[config.mk]
export PLATFORM = sky130hd
export DESIGN_NAME = ioctl_loader
export DESIGN_NICKNAME = d
export VERILOG_FILES = /design/src/rtl/ioctl_pkg.sv /design/src/rtl/ioctl_byte_packer.sv /design/src/rtl/ioctl_loader.sv
export SDC_FILE = /design/constraint.sdc
export NUM_CORES = 1
export LEC_CHECK = 0
export ABC_CLOCK_PERIOD_IN_PS = 3800
export BUFFER_PORTS_ARGS = -buffer_cell sky130_fd_sc_hd__buf_2
export CAP_MARGIN = 25
export CORE_MARGIN = 2
export CORE_UTILIZATION = 50
export CTS_CLUSTER_SIZE = 28
export DETAILED_ROUTE_END_ITERATION = 16
export PLACE_DENSITY = 0.75
export SYNTH_ARGS = -nofsm -noshare
export SYNTH_HDL_FRONTEND = slang
export SYNTH_SLANG_ARGS = --single-unit
[constraint.sdc]
create_clock -name clk_sys -period 3.8 [get_ports clk_sys]
set_clock_uncertainty 0.1 [all_clocks]
set_input_delay 0.57 -clock clk_sys [delete_from_list [all_inputs] [get_ports clk_sys]]
set_output_delay 0.57 -clock clk_sys [all_outputs]
set_load 0.03 [all_outputs]
[src/rtl/ioctl_pkg.sv]
// Shared types and constants for the ioctl download engine.
package ioctl_pkg;
  localparam int IOCTL_ADDR_W = 25;
  localparam int IOCTL_DATA_W = 8;

  typedef enum logic [2:0] {
    S_IDLE,
    S_COLLECT,
    S_WRITE,
    S_FLUSH,
    S_DONE
  } state_e;

  function automatic int lanes(input int data_w);
    return data_w / IOCTL_DATA_W;
  endfunction
endpackage

[src/rtl/ioctl_byte_packer.sv]
// Assembles ioctl bytes into one little-endian memory word with byte enables.
module ioctl_byte_packer
  import ioctl_pkg::*;
#(
  parameter int DATA_W = 16,
  parameter int ADDR_W = 24
) (
  input  logic                    clk_sys,
  input  logic                    reset,
  input  logic                    clr,
  input  logic                    wr,
  input  logic [IOCTL_ADDR_W-1:0] byte_addr,
  input  logic [IOCTL_DATA_W-1:0] byte_din,
  output logic [DATA_W-1:0]       wdata,
  output logic [DATA_W/8-1:0]     be,
  output logic [ADDR_W-1:0]       waddr,
  output logic                    empty,
  output logic                    hit,
  output logic                    last
);
  localparam int NUM_LANES = lanes(DATA_W);
  localparam int L         = $clog2(NUM_LANES);
  localparam int LW        = (L > 0) ? L : 1;

  logic [NUM_LANES-1:0][7:0] data_q, data_d;
  logic [NUM_LANES-1:0]      be_q, be_d, lane_sel;
  logic [ADDR_W-1:0]         waddr_q, waddr_d, in_waddr;
  logic [IOCTL_ADDR_W-1:0]   addr_sh;
  logic [LW-1:0]             lane;
  logic                      unused_addr;

  // Bits above the word address are dropped, so addresses wrap.
  assign addr_sh     = byte_addr >> L;
  assign in_waddr    = addr_sh[ADDR_W-1:0];
  assign lane        = (NUM_LANES > 1) ? byte_addr[LW-1:0] : '0;
  assign unused_addr = ^addr_sh;

  for (genvar i = 0; i < NUM_LANES; i++) begin : g_lane
    assign lane_sel[i] = wr && (lane == LW'(i));
  end

  // Clear and write in the same cycle starts a fresh word with this byte.
  always_comb begin
    data_d  = data_q;
    be_d    = be_q;
    waddr_d = waddr_q;
    if (clr) begin
      data_d = '0;
      be_d   = '0;
    end
    for (int i = 0; i < NUM_LANES; i++) begin
      if (lane_sel[i]) begin
        data_d[i] = byte_din;
        be_d[i]   = 1'b1;
      end
    end
    if (wr) waddr_d = in_waddr;
  end

  always_ff @(posedge clk_sys) begin
    if (reset) begin
      data_q  <= '0;
      be_q    <= '0;
      waddr_q <= '0;
    end else begin
      data_q  <= data_d;
      be_q    <= be_d;
      waddr_q <= waddr_d;
    end
  end

  assign wdata = data_q;
  assign be    = be_q;
  assign waddr = waddr_q;
  assign empty = ~|be_q;
  assign hit   = empty || (in_waddr == waddr_q);
  assign last  = (lane == LW'(NUM_LANES - 1));
endmodule

[src/rtl/ioctl_loader.sv]
// ioctl download engine: filters by index, packs bytes into words and writes
// them through a valid/ready memory port, stalling the HPS with ioctl_wait.
module ioctl_loader
  import ioctl_pkg::*;
#(
  parameter int         DATA_W     = 16,
  parameter int         ADDR_W     = 24,
  parameter logic [7:0] INDEX      = 8'h00,
  parameter logic [7:0] INDEX_MASK = 8'hFF
) (
  input  logic                    clk_sys,
  input  logic                    reset,
  input  logic                    ioctl_download,
  input  logic                    ioctl_wr,
  input  logic [IOCTL_ADDR_W-1:0] ioctl_addr,
  input  logic [IOCTL_DATA_W-1:0] ioctl_dout,
  input  logic [7:0]              ioctl_index,
  output logic                    ioctl_wait,
  output logic [ADDR_W-1:0]       mem_addr,
  output logic [DATA_W-1:0]       mem_wdata,
  output logic [DATA_W/8-1:0]     mem_be,
  output logic                    mem_we,
  input  logic                    mem_ready,
  output logic                    load_active,
  output logic                    load_done,
  output logic [IOCTL_ADDR_W-1:0] byte_count
);
  state_e                  state_q, state_d;
  logic                    dl_q, dl_d;
  logic                    end_q, end_d;
  logic                    hold_vld_q, hold_vld_d;
  logic [IOCTL_ADDR_W-1:0] hold_addr_q, hold_addr_d;
  logic [IOCTL_DATA_W-1:0] hold_data_q, hold_data_d;
  logic [IOCTL_ADDR_W-1:0] count_q, count_d;

  logic                    dl_rise, dl_fall, idx_match, in_xfer;
  logic                    pk_clr, pk_wr, pk_empty, pk_hit, pk_last;
  logic [IOCTL_ADDR_W-1:0] pk_addr;
  logic [IOCTL_DATA_W-1:0] pk_din;

  assign dl_d      = ioctl_download;
  assign dl_rise   = ioctl_download && !dl_q;
  assign dl_fall   = !ioctl_download && dl_q;
  assign idx_match = (ioctl_index & INDEX_MASK) == (INDEX & INDEX_MASK);
  assign in_xfer   = (state_q == S_WRITE) || (state_q == S_FLUSH);

  // While flushing, the packer's next byte is the one parked on the address change.
  assign pk_addr = (state_q == S_FLUSH) ? hold_addr_q : ioctl_addr;
  assign pk_din  = (state_q == S_FLUSH) ? hold_data_q : ioctl_dout;

  ioctl_byte_packer #(
    .DATA_W (DATA_W),
    .ADDR_W (ADDR_W)
  ) u_packer (
    .clk_sys   (clk_sys),
    .reset     (reset),
    .clr       (pk_clr),
    .wr        (pk_wr),
    .byte_addr (pk_addr),
    .byte_din  (pk_din),
    .wdata     (mem_wdata),
    .be        (mem_be),
    .waddr     (mem_addr),
    .empty     (pk_empty),
    .hit       (pk_hit),
    .last      (pk_last)
  );

  always_comb begin
    state_d     = state_q;
    end_d       = end_q;
    hold_vld_d  = hold_vld_q;
    hold_addr_d = hold_addr_q;
    hold_data_d = hold_data_q;
    count_d     = count_q;
    pk_clr      = 1'b0;
    pk_wr       = 1'b0;
    unique case (state_q)
      S_IDLE: begin
        if (dl_rise && idx_match) begin
          state_d    = S_COLLECT;
          count_d    = '0;
          end_d      = 1'b0;
          hold_vld_d = 1'b0;
          pk_clr     = 1'b1;
        end
      end
      S_COLLECT: begin
        if (dl_fall) end_d = 1'b1;
        if (ioctl_wr) begin
          count_d = (count_q == '1) ? count_q : count_q + 1'b1;
          if (pk_hit) begin
            pk_wr = 1'b1;
            if (pk_last) state_d = S_WRITE;
          end else begin
            hold_vld_d  = 1'b1;
            hold_addr_d = ioctl_addr;
            hold_data_d = ioctl_dout;
            state_d     = S_FLUSH;
          end
        end else if (dl_fall || end_q) begin
          state_d = pk_empty ? S_DONE : S_FLUSH;
        end
      end
      S_WRITE, S_FLUSH: begin
        if (dl_fall) end_d = 1'b1;
        if (mem_ready) begin
          pk_clr = 1'b1;
          if (hold_vld_q) begin
            // Pending end is picked up again from COLLECT once this byte is written.
            pk_wr      = 1'b1;
            hold_vld_d = 1'b0;
            state_d    = pk_last ? S_WRITE : S_COLLECT;
          end else begin
            state_d = end_d ? S_DONE : S_COLLECT;
          end
        end
      end
      S_DONE: begin
        end_d   = 1'b0;
        state_d = S_IDLE;
      end
      default: state_d = S_IDLE;
    endcase
  end

  always_ff @(posedge clk_sys) begin
    if (reset) begin
      state_q     <= S_IDLE;
      dl_q        <= 1'b0;
      end_q       <= 1'b0;
      hold_vld_q  <= 1'b0;
      hold_addr_q <= '0;
      hold_data_q <= '0;
      count_q     <= '0;
    end else begin
      state_q     <= state_d;
      dl_q        <= dl_d;
      end_q       <= end_d;
      hold_vld_q  <= hold_vld_d;
      hold_addr_q <= hold_addr_d;
      hold_data_q <= hold_data_d;
      count_q     <= count_d;
    end
  end

  assign ioctl_wait  = in_xfer;
  assign mem_we      = in_xfer;
  assign load_active = in_xfer || (state_q == S_COLLECT);
  assign load_done   = (state_q == S_DONE);
  assign byte_count  = count_q;

  a_no_wr_during_wait: assert property (@(posedge clk_sys) disable iff (reset)
    !(ioctl_wr && ioctl_wait));
endmodule

### Word level (Yosys, flattened, before mapping)

Index checks and enable logic that the tools add are counted.

| word-level totals | value |
|---|---|
| flip-flop bits (word level) | 106 |
| input bits | 46 |
| output and inout bits | 71 |
| word-level logic and storage cells | 93 |

| operators by class | value |
|---|---|
| $add $sub $neg | 1 |
| equal/unequal tests | 13 |
| multiplexer cells | 39 |
| bitwise gates (word level) | 2 |
| reductions and logical operators | 26 |

Operators with widths:

| kind | number |
|---|---|
| $mux W25 | 4 |
| $pmux W25 S2 | 1 |
| $mux W3 | 9 |
| $add A25 B1 Y25 const B | 1 |
| $eq A25 B25 Y1 const B | 1 |
| $eq A24 B24 Y1 | 1 |
| $mux W8 | 3 |
| $mux W16 | 1 |
| $mux W1 | 14 |
| $ne A2 B2 Y1 const B | 5 |
| $pmux W3 S3 | 1 |
| $logic_not A8 Y1 | 1 |
| $reduce_and A4 Y1 | 2 |
| $eq A3 B2 Y1 const B | 2 |
| $reduce_bool A2 Y1 | 3 |
| $logic_and A1 B1 Y1 | 5 |
| $reduce_and A5 Y1 | 1 |
| $logic_or A1 B1 Y1 | 4 |
| $mux W2 | 2 |
| $ne A4 B4 Y1 const B | 1 |
| $pmux W1 S2 | 2 |
| $pmux W1 S4 | 1 |
| $reduce_bool A4 Y1 | 1 |
| $reduce_or A2 Y1 | 2 |
| 10 further kinds | 13 |

### Logic depth before layout (Yosys ltp)

Gate-level depths: netlist (run 1).

| depth | value |
|---|---|
| depth after elaboration | 9 |
| mapped depth | 12 |

### Cells and area by module

Synthesis (run 1) repeated with hierarchy kept, for this count alone.

| unflattened totals | value |
|---|---|
| cell total of the unflattened synthesis | 607 |
| area total of the unflattened synthesis | 5203.7 um^2 |

Modules (own cells, without submodules):

| module | instances | cells each | area an instance (um^2) | seq. area each (um^2) |
|---|---|---|---|---|
| ioctl_loader | 1 | 415 | 3397.0 | 1281.2 |
| ioctl_byte_packer | 1 | 192 | 1806.7 | 840.8 |

### Least setup slack after synthesis (run 1)

OpenSTA, ideal clock, no wires.

| path | value |
|---|---|
| kind | input port to flip-flop |
| from | in ioctl_addr[4] |
| to | reg u_packer.data_q, in the netlist u_packer.wdata[10] |
| setup time | 0.121 ns |
| arrival time | 2.406 ns |
| path slack | 1.173 ns |
| stages on the path | 9 |
| path buffers | 1 |
| cell sequence | nor2b_1 > a2111oi_0 > a31oi_1 > a311oi_1 > nand4_1 > o21ai_2 > and2_1 > buf_4 > mux2_2 |

| between the ends | value |
|---|---|
| longest elaborated chain between the ends | 8 |
| elaborated cells on any way between the ends | 9 |
| those cells by class | eq/ne (1); mux (5); reduce/logical (3) |

RTL lines:

| what | line | source |
|---|---|---|
| start, declared | ioctl_loader.sv:15 | `input logic [IOCTL_ADDR_W-1:0] ioctl_addr,` |
| $mux W25 * | ioctl_loader.sv:48 | `assign pk_addr = (state_q == S_FLUSH) ? hold_addr_q : ioctl_addr;` |
| $eq A24 B24 Y1 * | ioctl_byte_packer.sv:76 | `assign hit = empty \|\| (in_waddr == waddr_q);` |
| $logic_or A1 B1 Y1 * | ioctl_byte_packer.sv:76 |  |
| $mux W1 * | ioctl_loader.sv:92 | `if (pk_hit) begin` |
| $mux W1 * | ioctl_loader.sv:90 | `if (ioctl_wr) begin` |
| $pmux W1 S2 * | ioctl_loader.sv:78 | `unique case (state_q)` |
| $logic_and A1 B1 Y1 * | ioctl_byte_packer.sv:39 | `assign lane_sel[i] = wr && (lane == LW'(i));` |
| $mux W8 or $reduce_bool A2 Y1 (tied branches) | n/a |  |
| end signal, assigned | ioctl_byte_packer.sv:66 | `data_q <= data_d;` |
| end, declared | ioctl_byte_packer.sv:25 | `logic [NUM_LANES-1:0][7:0] data_q, data_d;` |

Mark *: on every way between the ends. The rest lies on a longest branch, timed or not.
A chain may end at the register's enable or synchronous reset.

### Worst setup path in the final report (run 1)

| path | value |
|---|---|
| from | reg state_q[1] |
| to | reg u_packer.waddr_q[19], in the netlist u_packer.waddr[19] |

| between the ends | value |
|---|---|
| longest elaborated chain between the ends | 7 |
| elaborated cells on any way between the ends | 10 |
| those cells by class | eq/ne (4); mux (4); reduce/logical (2) |

RTL lines:

| what | line | source |
|---|---|---|
| start, declared | ioctl_loader.sv:28 | `state_e state_q, state_d;` |
| start signal, assigned | ioctl_loader.sv:137 | `state_q <= state_d;` |
| $eq A3 B2 Y1 | ioctl_loader.sv:48, ioctl_loader.sv:78 |  |
| $mux W25 | ioctl_loader.sv:48 |  |
| $eq A24 B24 Y1 | ioctl_byte_packer.sv:76 |  |
| $logic_or A1 B1 Y1 | ioctl_byte_packer.sv:76 |  |
| $mux W1 | ioctl_loader.sv:92 |  |
| $mux W1 | ioctl_loader.sv:90 |  |
| $pmux W1 S2 | ioctl_loader.sv:78 |  |
| end signal, assigned | ioctl_byte_packer.sv:68 | `waddr_q <= waddr_d;` |
| end, declared | ioctl_byte_packer.sv:27 | `logic [ADDR_W-1:0] waddr_q, waddr_d, in_waddr;` |

Several ways; a longest one is shown, not always the timed one.

==> flow_metrics.py, run 1 <==
metrics = {
    "sta": {
        "period_share": 0.921,
        "timing.final.max_slew_violations": 0,
        "max_freq_mhz": 286,
        "setup_repair_after_global_routing_missed_its_margin": "no",
        "setup_total_neg_slack_ns": 0,
        "finalSetupViolations": 0,
        "slew_limit_headroom": 0.442,
        "tightest_slew_ns": 0.834,
        "timing.final.crit_period_ns": 3.50,
        "hold_viol": 0,
    },
    "detailed_routing": {
        "detailedRoute.firstIterationViolations": 289,
        "detail_route.vias_per_cell": 5.56,
        "antenna_left": 0,
        "route.vias.total": 4661,
        "route.detailed.drc": 0,
        "postRouteWirelength_mm": 13.0,
        "post_drt_wl_per_cell_um": 15.5,
        "firstDrtPassIters": 5,
    },
    "die": {
        "fp.dieW_um": 105,
        "design.core.area_sq_um": 10100,
        "floorplan.die_area_sq_um": 11100,
        "pin_count": 117,
        "row_count": 37,
        "initial_utilization": 0.508,
        "chipHeight_um": 105,
    },
    "global_route": {
        "number_of_global_route_vias_before_repair": 4447,
        "grt-ovfl-total": 0,
        "antenna_found_initial": 0,
        "pin_count_of_the_biggest_net_entering_global_routing": 74,
        "gr-usage-all-layers": 0.236,
        "grt_first_pass_wirelength_mm": 21.3,
    },
    "yosys": {
        "syn-num-nets": 644,
        "asyncSetResetFlopFracSynth": 0,
        "synthesis.area_sq_um": 5150,
        "ys_ff_latch": 106,
        "synth_sequential_area_ratio": 0.412,
        "postSynth.topFlopCell": "dfxtp_1",
        "synthDistinctLibCells": 58,
        "post-synth-top-count-cell": "dfxtp_1",
        "syn-mean-instance-area_sq_um": 8.62,
        "netlist.area_leader.share": 0.412,
        "netlist_top_cells_count": "dfxtp_1 (106), nor2_1 (98), nand2_1 (53)",
        "ys_top_cells_by_area": "dfxtp_1 (41%), mux2i_1 (9.1%), nor2_1 (7.1%), xnor2_1 (4.1%), nand2_1 (3.9%)",
        "yosys_warnings": 0,
        "synth_top_cell_by_area": "dfxtp_1",
        "netlist_instances": 597,
        "number_of_synthesized_flops_with_an_enable_pin": 0,
    },
    "clock_tree": {
        "clock_latency_late_sink_ns": 0.37,
        "cts_inserted_buffers": 9,
        "clk_path_buf_depth": 2,
        "worst_setup_hold_path_clk_slew_ns": 0.10,
        "tritoncts": "yes",
        "post_cts.repair.setup_buffers": 0,
        "cts_hold_buf": 0,
        "h-tree-depth": 3,
        "clock-root-buffer": "clkbuf_8",
        "postCtsResizedCells": 0,
        "cts_sinks": 106,
    },
    "pwr": {
        "intPower_mw": 1.38,
        "power.static_leakage_nw": 2.86,
        "peak_vdd_ir_uv": 160,
        "power.density_cell_area_nw_per_um2": 304,
        "combinational_share_of_power": 0.055,
        "power_frac_clock": 0.334,
        "net-switching-power_mw": 0.444,
        "p_sw_frac": 0.244,
        "sequentialPowerShare": 0.611,
    },
    "critical_path": {
        "worstPathMaxFanout": 50,
        "reg2reg_setup_slack_ns": 0.30,
        "timing.critical_path.cells": "nand3b_1 -> buf_12 -> mux2i_1 -> a22o_1 -> nor4_1 -> nand4_1 -> o21ai_4 -> buf_4 -> nor2_1 -> a311oi_1",
        "worstReg2RegStart": "state_q[1]$_SDFFE_PP0P_",
        "worst_path_max_stage_delay_ns": 0.62,
        "worstReg2RegEnd": "u_packer.waddr[19]$_SDFFE_PP0N_",
        "critical_path.slowest_cell": "dfxtp_1",
        "required_time_at_the_worst_slack_endpoint_ns": 3.98,
        "worstSetupStartpointType": "flip-flop",
        "cp.arrival_ns": 3.68,
        "reg2regPathDepth": 10,
        "path_class": "reg -> reg",
        "type_of_destination_of_the_critical_path": "flip-flop",
    },
    "placed_design": {
        "portBuffers": 116,
        "place.gp.congestion": 0.863,
        "placement.cell_area_sq_um": 5840,
        "place_hpwl_mm": 9.36,
    },
    "final_layout": {
        "drive_above_1_share": 0.217,
        "syn2layout_area_growth_pct": 16.6,
        "fillCellCount": 940,
        "design.final.nets": 745,
        "multi_input_area_sq_um": 2800,
        "antenna_cell_count": 0,
        "layout.area.seq_sq_um": 2120,
        "layout.cell_area.non_filler_sq_um": 6000,
    },
    "min_path": {
        "holdCritPathClass": "in -> reg",
        "hold_depth": 2,
        "hold_path_startpoint": "ioctl_download",
        "worst_hold_path.endpoint": "dl_q$_SDFF_PP0_",
    },
    "flow_run": {
        "cap_violations": 0,
    },
    "status": {
        "outcome": "completed",
    },
}
[sequential cells by signal, summed over array words and instances, names as in the netlist]
name and count:
dl_q 1, hold_vld_q 1, byte_count 25, u_packer.wdata 16, state_q 3, end_q 1, hold_addr_q 25, u_packer.be 2
hold_data_q 8, u_packer.waddr 24
[metrics by stage]
step | cells | total power, mW | setup slack [ns] | hold slack, ns | util
floorplan | 597 | 1.19 | 1.17 | 0.363 | -
global placement | 822 | 1.24 | 0.456 | 0.374 | 0.576
detailed placement | 822 | 1.24 | 0.335 | 0.389 | 0.576
CTS | 837 | 1.84 | 0.303 | 0.314 | 0.591
global route | 838 | 1.90 | 0.0276 | 0.346 | 0.592
finish | 838 | 1.82 | 0.300 | 0.333 | 0.592
[routing by layer]
metal  up-vias  wire length [um]  global-route usage
li1       2281                 -                   -
met1      2183              5740               0.310
met2       173              6140               0.382
met3        24               870              0.0439
met4         0               252              0.0924
met5         -                 0                   0
[worst max-delay path: cells and delay by family, from the launching register on]
kind	cells	cell delay, ns
compound gates	3	0.72
buf+inv	2	0.73
flops	1	0.62
mux	1	0.15
simple gates	4	1.05
[power by group through the flow]
| stage | registers (mW) | clock network [mW] | logic, mW |
|---|---|---|---|
| after floorplan | 1.14 | 0 | 0.0494 |
| after global placement | 1.14 | 0 | 0.0976 |
| after detailed placement | 1.14 | 0 | 0.100 |
| after CTS | 1.11 | 0.628 | 0.101 |
| after global routing | 1.11 | 0.671 | 0.111 |
| final | 1.11 | 0.609 | 0.101 |
[cell usage in the layout (no fill, tap or decap), types with 14 or more instances in the layout]
cell | synthesis | final
buf_2 | 5 | 116
dfxtp_1 | 106 | 106
nor2_1 | 98 | 98
nand2_1 | 53 | 53
mux2i_1 | 47 | 47
xnor2_1 | 24 | 24
and3_1 | 24 | 24
a21oi_1 | 22 | 22
inv_1 | 20 | 20
o21ai_0 | 15 | 15
xor2_1 | 14 | 14
nand3_1 | 14 | 14
a211oi_1 | 14 | 14
[worst max path at each step]
stage	start	end	slack, ns
final	state_q[1]$_SDFFE_PP0P_	u_packer.waddr[19]$_SDFFE_PP0N_	0.30
after global routing	state_q[1]$_SDFFE_PP0P_	u_packer.waddr[11]$_SDFFE_PP0N_	0.03
after CTS	state_q[1]$_SDFFE_PP0P_	u_packer.waddr[12]$_SDFFE_PP0N_	0.30
after detailed placement	state_q[1]$_SDFFE_PP0P_	u_packer.waddr[19]$_SDFFE_PP0N_	0.33
after global placement	state_q[1]$_SDFFE_PP0P_	u_packer.waddr[12]$_SDFFE_PP0N_	0.46
after floorplan	ioctl_addr[4]	u_packer.wdata[10]$_SDFFE_PP0P_	1.17
[cell type report]
| cell class | count | share of cell area |
|---|---|---|
| multi-input cells | 436 | 0.467 |
| flip-flops and latches | 106 | 0.354 |
| repair buffers | 125 | 0.112 |
| well taps | 136 | 0.0284 |
| clock buffers | 9 | 0.0206 |
| inverters | 20 | 0.0125 |
| clock inverters | 6 | 0.00584 |
[kinds of logic after synthesis]
family                   Yosys count  synth area share
AO/OA/AOI/OAI                     91             0.121
AND/OR/NAND/NOR                  242             0.224
adder cells (fa/ha/maj)            1           0.00243
multiplexers                      64             0.129
buffers and inverters             55            0.0471
flip-flops                       106             0.412
XOR/XNOR                          38            0.0646
Note: power is estimated with default switching activity, not from simulation.
==> run 2: changes to the inputs <==
--- a/config.mk
+++ b/config.mk
@@ -8,11 +8,13 @@
 export ABC_CLOCK_PERIOD_IN_PS = 3800
 export BUFFER_PORTS_ARGS = -buffer_cell sky130_fd_sc_hd__buf_2
 export CAP_MARGIN = 25
+export CORE_ASPECT_RATIO = 1.75
 export CORE_MARGIN = 2
-export CORE_UTILIZATION = 50
+export CORE_UTILIZATION = 53
 export CTS_CLUSTER_SIZE = 28
 export DETAILED_ROUTE_END_ITERATION = 16
-export PLACE_DENSITY = 0.75
+export PLACE_DENSITY = 0.79
+export REMOVE_ABC_BUFFERS = 1
 export SYNTH_ARGS = -nofsm -noshare
 export SYNTH_HDL_FRONTEND = slang
 export SYNTH_SLANG_ARGS = --single-unit
==> flow_metrics.py, run 2 (same netlist as run 1, synthesis figures left out) <==
metrics = {
    "status": {
        "outcome": "completed",
    },
    "sta": {
        "hold_viol": 0,
        "timing.final.max_slew_violations": 0,
        "period_share": 0.884,
        "max_freq_mhz": 298,
        "setup_total_neg_slack_ns": 0,
        "setup_repair_after_global_routing_missed_its_margin": "no",
        "finalSetupViolations": 0,
        "timing.final.crit_period_ns": 3.36,
        "worst_slack_ns": 0.442,
        "timing.hold.ws_ns": 0.366,
        "tightest_slew_ns": 0.906,
        "slew_limit_headroom": 0.388,
    },
    "global_route": {
        "gr-usage-all-layers": 0.257,
        "antenna_found_initial": 0,
        "grt_first_pass_wirelength_mm": 21.8,
        "number_of_global_route_vias_before_repair": 4656,
        "pin_count_of_the_biggest_net_entering_global_routing": 52,
        "grt_use_met2": 0.468,
        "globalRouteMet3Util": 0.0424,
        "top_usage_layer_grt": "met2",
        "grt-ovfl-total": 0,
        "grt_use_met1": 0.276,
    },
    "clock_tree": {
        "tritoncts": "yes",
        "worst_setup_hold_path_clk_slew_ns": 0.07,
        "h-tree-depth": 3,
        "cts_hold_buf": 0,
        "cts_inserted_buffers": 9,
        "clk_path_buf_depth": 2,
        "post_cts.repair.setup_buffers": 0,
        "clock_latency_late_sink_ns": 0.35,
        "postCtsResizedCells": 0,
        "clock-root-buffer": "clkbuf_16",
        "cts_sinks": 106,
    },
    "critical_path": {
        "critical_path.slowest_cell": "dfxtp_1",
        "worst_setup_path_startpoint": "state_q[1]$_SDFFE_PP0P_",
        "required_time_at_the_worst_slack_endpoint_ns": 3.94,
        "worstSetupStartpointType": "flip-flop",
        "path_common_cell": "nand4_1",
        "worstReg2RegEnd": "u_packer.wdata[8]$_SDFFE_PP0P_",
        "path_buf_inv": 0,
        "reg2regPathDepth": 8,
        "reg2reg_setup_slack_ns": 0.44,
        "path_class": "reg -> reg",
        "timing.critical_path.cells": "and3b_1 -> nand4_1 -> or4_1 -> o21ai_0 -> nand4_1 -> o21ai_4 -> and2_1 -> mux2_2",
        "worstPathMaxFanout": 16,
        "worst_path_max_stage_delay_ns": 0.62,
        "cell_family_with_most_cp_delay": "simple AND/OR/NAND/NOR gates",
        "type_of_destination_of_the_critical_path": "flip-flop",
        "crit_cells": 8,
        "worstReg2RegStart": "state_q[1]$_SDFFE_PP0P_",
        "cp.arrival_ns": 3.50,
    },
    "detailed_routing": {
        "route.vias.total": 4762,
        "route.detailed.drc": 0,
        "detailedRoute.firstIterationViolations": 256,
        "antenna_left": 0,
        "postRouteWirelength_mm": 13.6,
        "post_drt_wl_per_cell_um": 16.5,
        "detail_route.vias_per_cell": 5.77,
        "firstDrtPassIters": 5,
    },
    "min_path": {
        "holdCritPathClass": "in -> reg",
        "hold_depth": 2,
        "worst_hold_path.endpoint": "dl_q$_SDFF_PP0_",
        "hold_path_startpoint": "ioctl_download",
    },
    "placed_design": {
        "place_ws_ns": 0.462,
        "portBuffers": 116,
        "place_hpwl_mm": 9.90,
        "place.gp.congestion": 0.944,
        "placement.cell_area_sq_um": 5810,
        "dp_cells": 810,
    },
    "final_layout": {
        "finalNonFillerCells": 826,
        "most_common_cell_after_layout_fill_and_taps_aside": "buf_2",
        "antenna_cell_count": 0,
        "layout_common_cells": "buf_2 (116), dfxtp_1 (106), nor2_1 (98)",
        "final_core_util": 0.648,
        "design.final.nets": 746,
        "fillCellCount": 842,
        "syn2layout_area_growth_pct": 19.2,
        "drive_above_1_share": 0.219,
        "layout.cell_area.non_filler_sq_um": 6140,
    },
    "die": {
        "initial_utilization": 0.544,
        "pin_count": 117,
        "row_count": 47,
        "fp.dieW_um": 78.5,
        "chipHeight_um": 134,
        "floorplan.die_area_sq_um": 10500,
        "design.core.area_sq_um": 9470,
    },
    "pwr": {
        "power_frac_clock": 0.455,
        "intPower_mw": 1.73,
        "finalPower_mw": 2.23,
        "combinational_share_of_power": 0.045,
        "sequentialPowerShare": 0.500,
        "power.density_cell_area_nw_per_um2": 363,
        "power.static_leakage_nw": 2.92,
        "p_sw_frac": 0.222,
        "net-switching-power_mw": 0.494,
        "peak_vdd_ir_uv": 281,
    },
    "flow_run": {
        "cap_violations": 0,
    },
}
run 2: cell count changes in the layout (fill, tap and decap cells not counted):
cell,delta
clkbuf_16,+9
clkbuf_8,-9
clkinv_2,-4
buf_4,+3
buf_12,-2
bufinv_16,+2
clkinv_4,+1
clkinvlp_4,+1
inv_8,+1
run 2: area by class of cell:
type	count	area, sq um	share of cell area
Sequential cell	106	2120	0.346
Clock buffer	9	225	0.0367
Clock inverter	7	103	0.0167
Timing Repair Buffer	126	656	0.107
Inverter	20	75.1	0.0122
Tap cell	122	153	0.0249
Multi-Input combinational cell	436	2800	0.457
run 2: worst register-to-register path, cell delays in order, from the launching register on:
cell,delay (ns)
dfxtp_1,0.62
and3b_1,0.46
nand4_1,0.12
or4_1,0.40
o21ai_0,0.15
nand4_1,0.34
o21ai_4,0.24
and2_1,0.42
mux2_2,0.40
run 2: how the worst max path moves through the flow:
stage	end	slack, ns
6_report	u_packer.wdata[8]$_SDFFE_PP0P_	0.44
5_1_grt	u_packer.waddr[3]$_SDFFE_PP0N_	0.17
4_1_cts	u_packer.wdata[8]$_SDFFE_PP0P_	0.46
3_5_place_dp	u_packer.wdata[8]$_SDFFE_PP0P_	0.46
3_3_place_gp	u_packer.wdata[8]$_SDFFE_PP0P_	0.57
2_1_floorplan	hold_addr_q[0]$_SDFFE_PP0P_	-1.51
run 2: routing by layer:
layer,up-vias,share of wire
met5,-,0
met4,0,0.033
met3,38,0.052
met2,195,0.54
met1,2238,0.38
li1,2291,-
run 2: power groups by stage:
| stage | registers (mW) | clock network [mW] | logic (mW) |
|---|---|---|---|
| after detailed placement | 1.14 | 0 | 0.0996 |
| after global placement | 1.14 | 0 | 0.0969 |
| after CTS | 1.11 | 1.02 | 0.100 |
| after global routing | 1.11 | 1.07 | 0.111 |
| final | 1.11 | 1.01 | 0.101 |
| after floorplan | 1.14 | 0 | 0.0384 |
==> run 3: changes to the inputs <==
--- a/config.mk
+++ b/config.mk
@@ -5,15 +5,15 @@
 export SDC_FILE = /design/constraint.sdc
 export NUM_CORES = 1
 export LEC_CHECK = 0
-export ABC_CLOCK_PERIOD_IN_PS = 3800
+export ABC_CLOCK_PERIOD_IN_PS = 3000
 export BUFFER_PORTS_ARGS = -buffer_cell sky130_fd_sc_hd__buf_2
 export CAP_MARGIN = 25
 export CORE_ASPECT_RATIO = 1.75
 export CORE_MARGIN = 2
-export CORE_UTILIZATION = 53
+export CORE_UTILIZATION = 49
 export CTS_CLUSTER_SIZE = 28
 export DETAILED_ROUTE_END_ITERATION = 16
-export PLACE_DENSITY = 0.79
+export PLACE_DENSITY = 0.76
 export REMOVE_ABC_BUFFERS = 1
 export SYNTH_ARGS = -nofsm -noshare
 export SYNTH_HDL_FRONTEND = slang
==> constraint.sdc (replaced) <==
create_clock -name clk_sys -period 3 [get_ports clk_sys]
set_clock_uncertainty 0.1 [all_clocks]
set_input_delay 0.45 -clock clk_sys [delete_from_list [all_inputs] [get_ports clk_sys]]
set_output_delay 0.45 -clock clk_sys [all_outputs]
set_load 0.03 [all_outputs]
==> flow_metrics.py, run 3 (same netlist as run 1, synthesis figures left out) <==
metrics = {
    "final_layout": {
        "most_common_cell_after_layout_fill_and_taps_aside": "buf_2",
        "multi_input_area_sq_um": 2810,
        "antenna_cell_count": 0,
        "drive_above_1_share": 0.238,
        "syn2layout_area_growth_pct": 22.4,
        "fillCellCount": 883,
        "layout_common_cells": "buf_2 (116), dfxtp_1 (106), nor2_1 (98)",
        "layout.area.seq_sq_um": 2120,
        "design.final.nets": 762,
        "finalNonFillerCells": 847,
    },
    "detailed_routing": {
        "detailedRoute.firstIterationViolations": 233,
        "firstDrtPassIters": 4,
        "route.vias.total": 4763,
        "post_drt_wl_per_cell_um": 15.7,
        "antenna_left": 0,
        "postRouteWirelength_mm": 13.3,
        "detail_route.vias_per_cell": 5.62,
        "route.detailed.drc": 0,
    },
    "pwr": {
        "power.density_cell_area_nw_per_um2": 425,
        "peak_vdd_ir_uv": 339,
        "power.static_leakage_nw": 3.02,
    },
    "die": {
        "design.core.area_sq_um": 10200,
        "chipHeight_um": 140,
        "floorplan.die_area_sq_um": 11400,
        "row_count": 49,
        "initial_utilization": 0.503,
        "fp.dieW_um": 81.5,
        "pin_count": 117,
    },
    "flow_run": {
        "cap_violations": 0,
    },
    "min_path": {
        "holdCritPathClass": "in -> reg",
    },
    "sta": {
        "tightest_slew_ns": 0.522,
        "setup_total_neg_slack_ns": 0,
        "hold_viol": 0,
        "timing.final.crit_period_ns": 2.89,
        "slew_limit_headroom": 0.647,
        "finalSetupViolations": 0,
        "setup_repair_after_global_routing_missed_its_margin": "no",
        "period_share": 0.964,
        "max_freq_mhz": 346,
        "timing.final.max_slew_violations": 0,
    },
    "placed_design": {
        "dp_cells": 830,
        "place_hpwl_mm": 9.94,
        "place.gp.congestion": 0.860,
        "portBuffers": 116,
    },
    "clock_tree": {
        "cts_sinks": 106,
        "cts_inserted_buffers": 9,
        "worst_setup_hold_path_clk_slew_ns": 0.08,
        "cts_hold_buf": 0,
        "clock_latency_late_sink_ns": 0.35,
        "h-tree-depth": 3,
        "clock-root-buffer": "clkbuf_16",
        "clk_path_buf_depth": 2,
        "tritoncts": "yes",
    },
    "critical_path": {
        "worstSetupStartpointType": "flip-flop",
        "cp_capture_point": "state_q[0]$_SDFFE_PP0P_",
        "path_buf_inv": 2,
        "worstReg2RegEnd": "state_q[0]$_SDFFE_PP0P_",
        "worstReg2RegStart": "state_q[2]$_SDFFE_PP0P_",
        "timing.critical_path.cells": "buf_4 -> and3b_2 -> nand4_1 -> or4_1 -> o21ai_0 -> nand4_1 -> buf_4 -> o22a_1 -> o2111a_1 -> a311o_1",
        "cp.arrival_ns": 3.03,
        "crit_cells": 10,
        "worstPathMaxFanout": 12,
        "worst_setup_path_startpoint": "state_q[2]$_SDFFE_PP0P_",
        "cell_family_with_most_cp_delay": "simple AND/OR/NAND/NOR gates",
        "critical_path.slowest_cell": "or4_1",
        "reg2regPathDepth": 10,
        "path_class": "reg -> reg",
        "required_time_at_the_worst_slack_endpoint_ns": 3.14,
        "worst_path_max_stage_delay_ns": 0.40,
        "type_of_destination_of_the_critical_path": "flip-flop",
        "reg2reg_setup_slack_ns": 0.11,
    },
    "global_route": {
        "number_of_global_route_vias_before_repair": 4618,
        "gr-usage-all-layers": 0.236,
        "grt_first_pass_wirelength_mm": 21.2,
        "grt-ovfl-total": 0,
        "antenna_found_initial": 0,
        "pin_count_of_the_biggest_net_entering_global_routing": 51,
    },
    "status": {
        "outcome": "completed",
    },
}
==> run 3: cell types whose count changed in the layout (fill, tap and decap cells not counted), moves of 2 or more <==
cell and change:
inv_6 +2, buf_4 +10, bufinv_16 -2, buf_12 +6
==> run 3: routing by layer <==
layer / wire (um) / global-route usage
met2: 7220 / 0.436
met5: 0 / 0
met3: 665 / 0.0409
met4: 370 / 0.103
met1: 5050 / 0.249
==> run 3: where the power goes <==
group          switching (mW)  leakage [nW]  total [mW]  internal (mW)
clock                   0.545         0.135        1.14          0.598
sequential            0.00187         0.854        1.41           1.41
combinational          0.0786          2.03       0.128         0.0498
total                   0.625          3.02        2.68           2.06
==> run 3: final cells by class <==
class                   count  area share
multi-input cells         436       0.446
flip-flops and latches    106       0.337
clock buffers              11      0.0385
clock inverters             5     0.00695
repair buffers            142       0.135
inverters                  20      0.0119
well taps                 127      0.0252
==> run 3: how the worst min path moves through the flow <==
stage	slack, ns	cells after the start	startpoint	to
4_1_cts	0.23	2	ioctl_download	dl_q$_SDFF_PP0_
2_1_floorplan	0.36	2	hold_addr_q[20]$_SDFFE_PP0P_	u_packer.waddr[19]$_SDFFE_PP0N_
3_5_place_dp	0.39	2	hold_data_q[4]$_SDFFE_PP0P_	hold_data_q[4]$_SDFFE_PP0P_
6_report	0.24	2	ioctl_download	dl_q$_SDFF_PP0_
3_3_place_gp	0.37	2	hold_data_q[7]$_SDFFE_PP0P_	hold_data_q[7]$_SDFFE_PP0P_
5_1_grt	0.25	2	ioctl_download	dl_q$_SDFF_PP0_
==> run 3: what timing repair did <==
action / in CTS / in global routing
endpoints found under the hold margin: 0 / 0
buffers inserted: 1 / 0
gates resized for setup: 0 / 2
pin swaps: 0 / 1
setup endpoints to repair: 1 / 48
==> run 3: through the flow <==
| step | utilization | hold slack (ns) | area, sq um | total power, mW | worst slack (ns) |
|---|---|---|---|---|---|
| after floorplan | - | 0.362 | 4980 | 1.49 | -2.31 |
| after global placement | 0.585 | 0.374 | 5990 | 1.57 | 0.0967 |
| after detailed placement | 0.586 | 0.389 | 6000 | 1.57 | 0.0256 |
| after CTS | 0.615 | 0.232 | 6300 | 2.70 | 0.0132 |
| after global routing | 0.616 | 0.253 | 6300 | 2.76 | 0.0212 |
| final | 0.616 | 0.239 | 6300 | 2.68 | 0.108 |
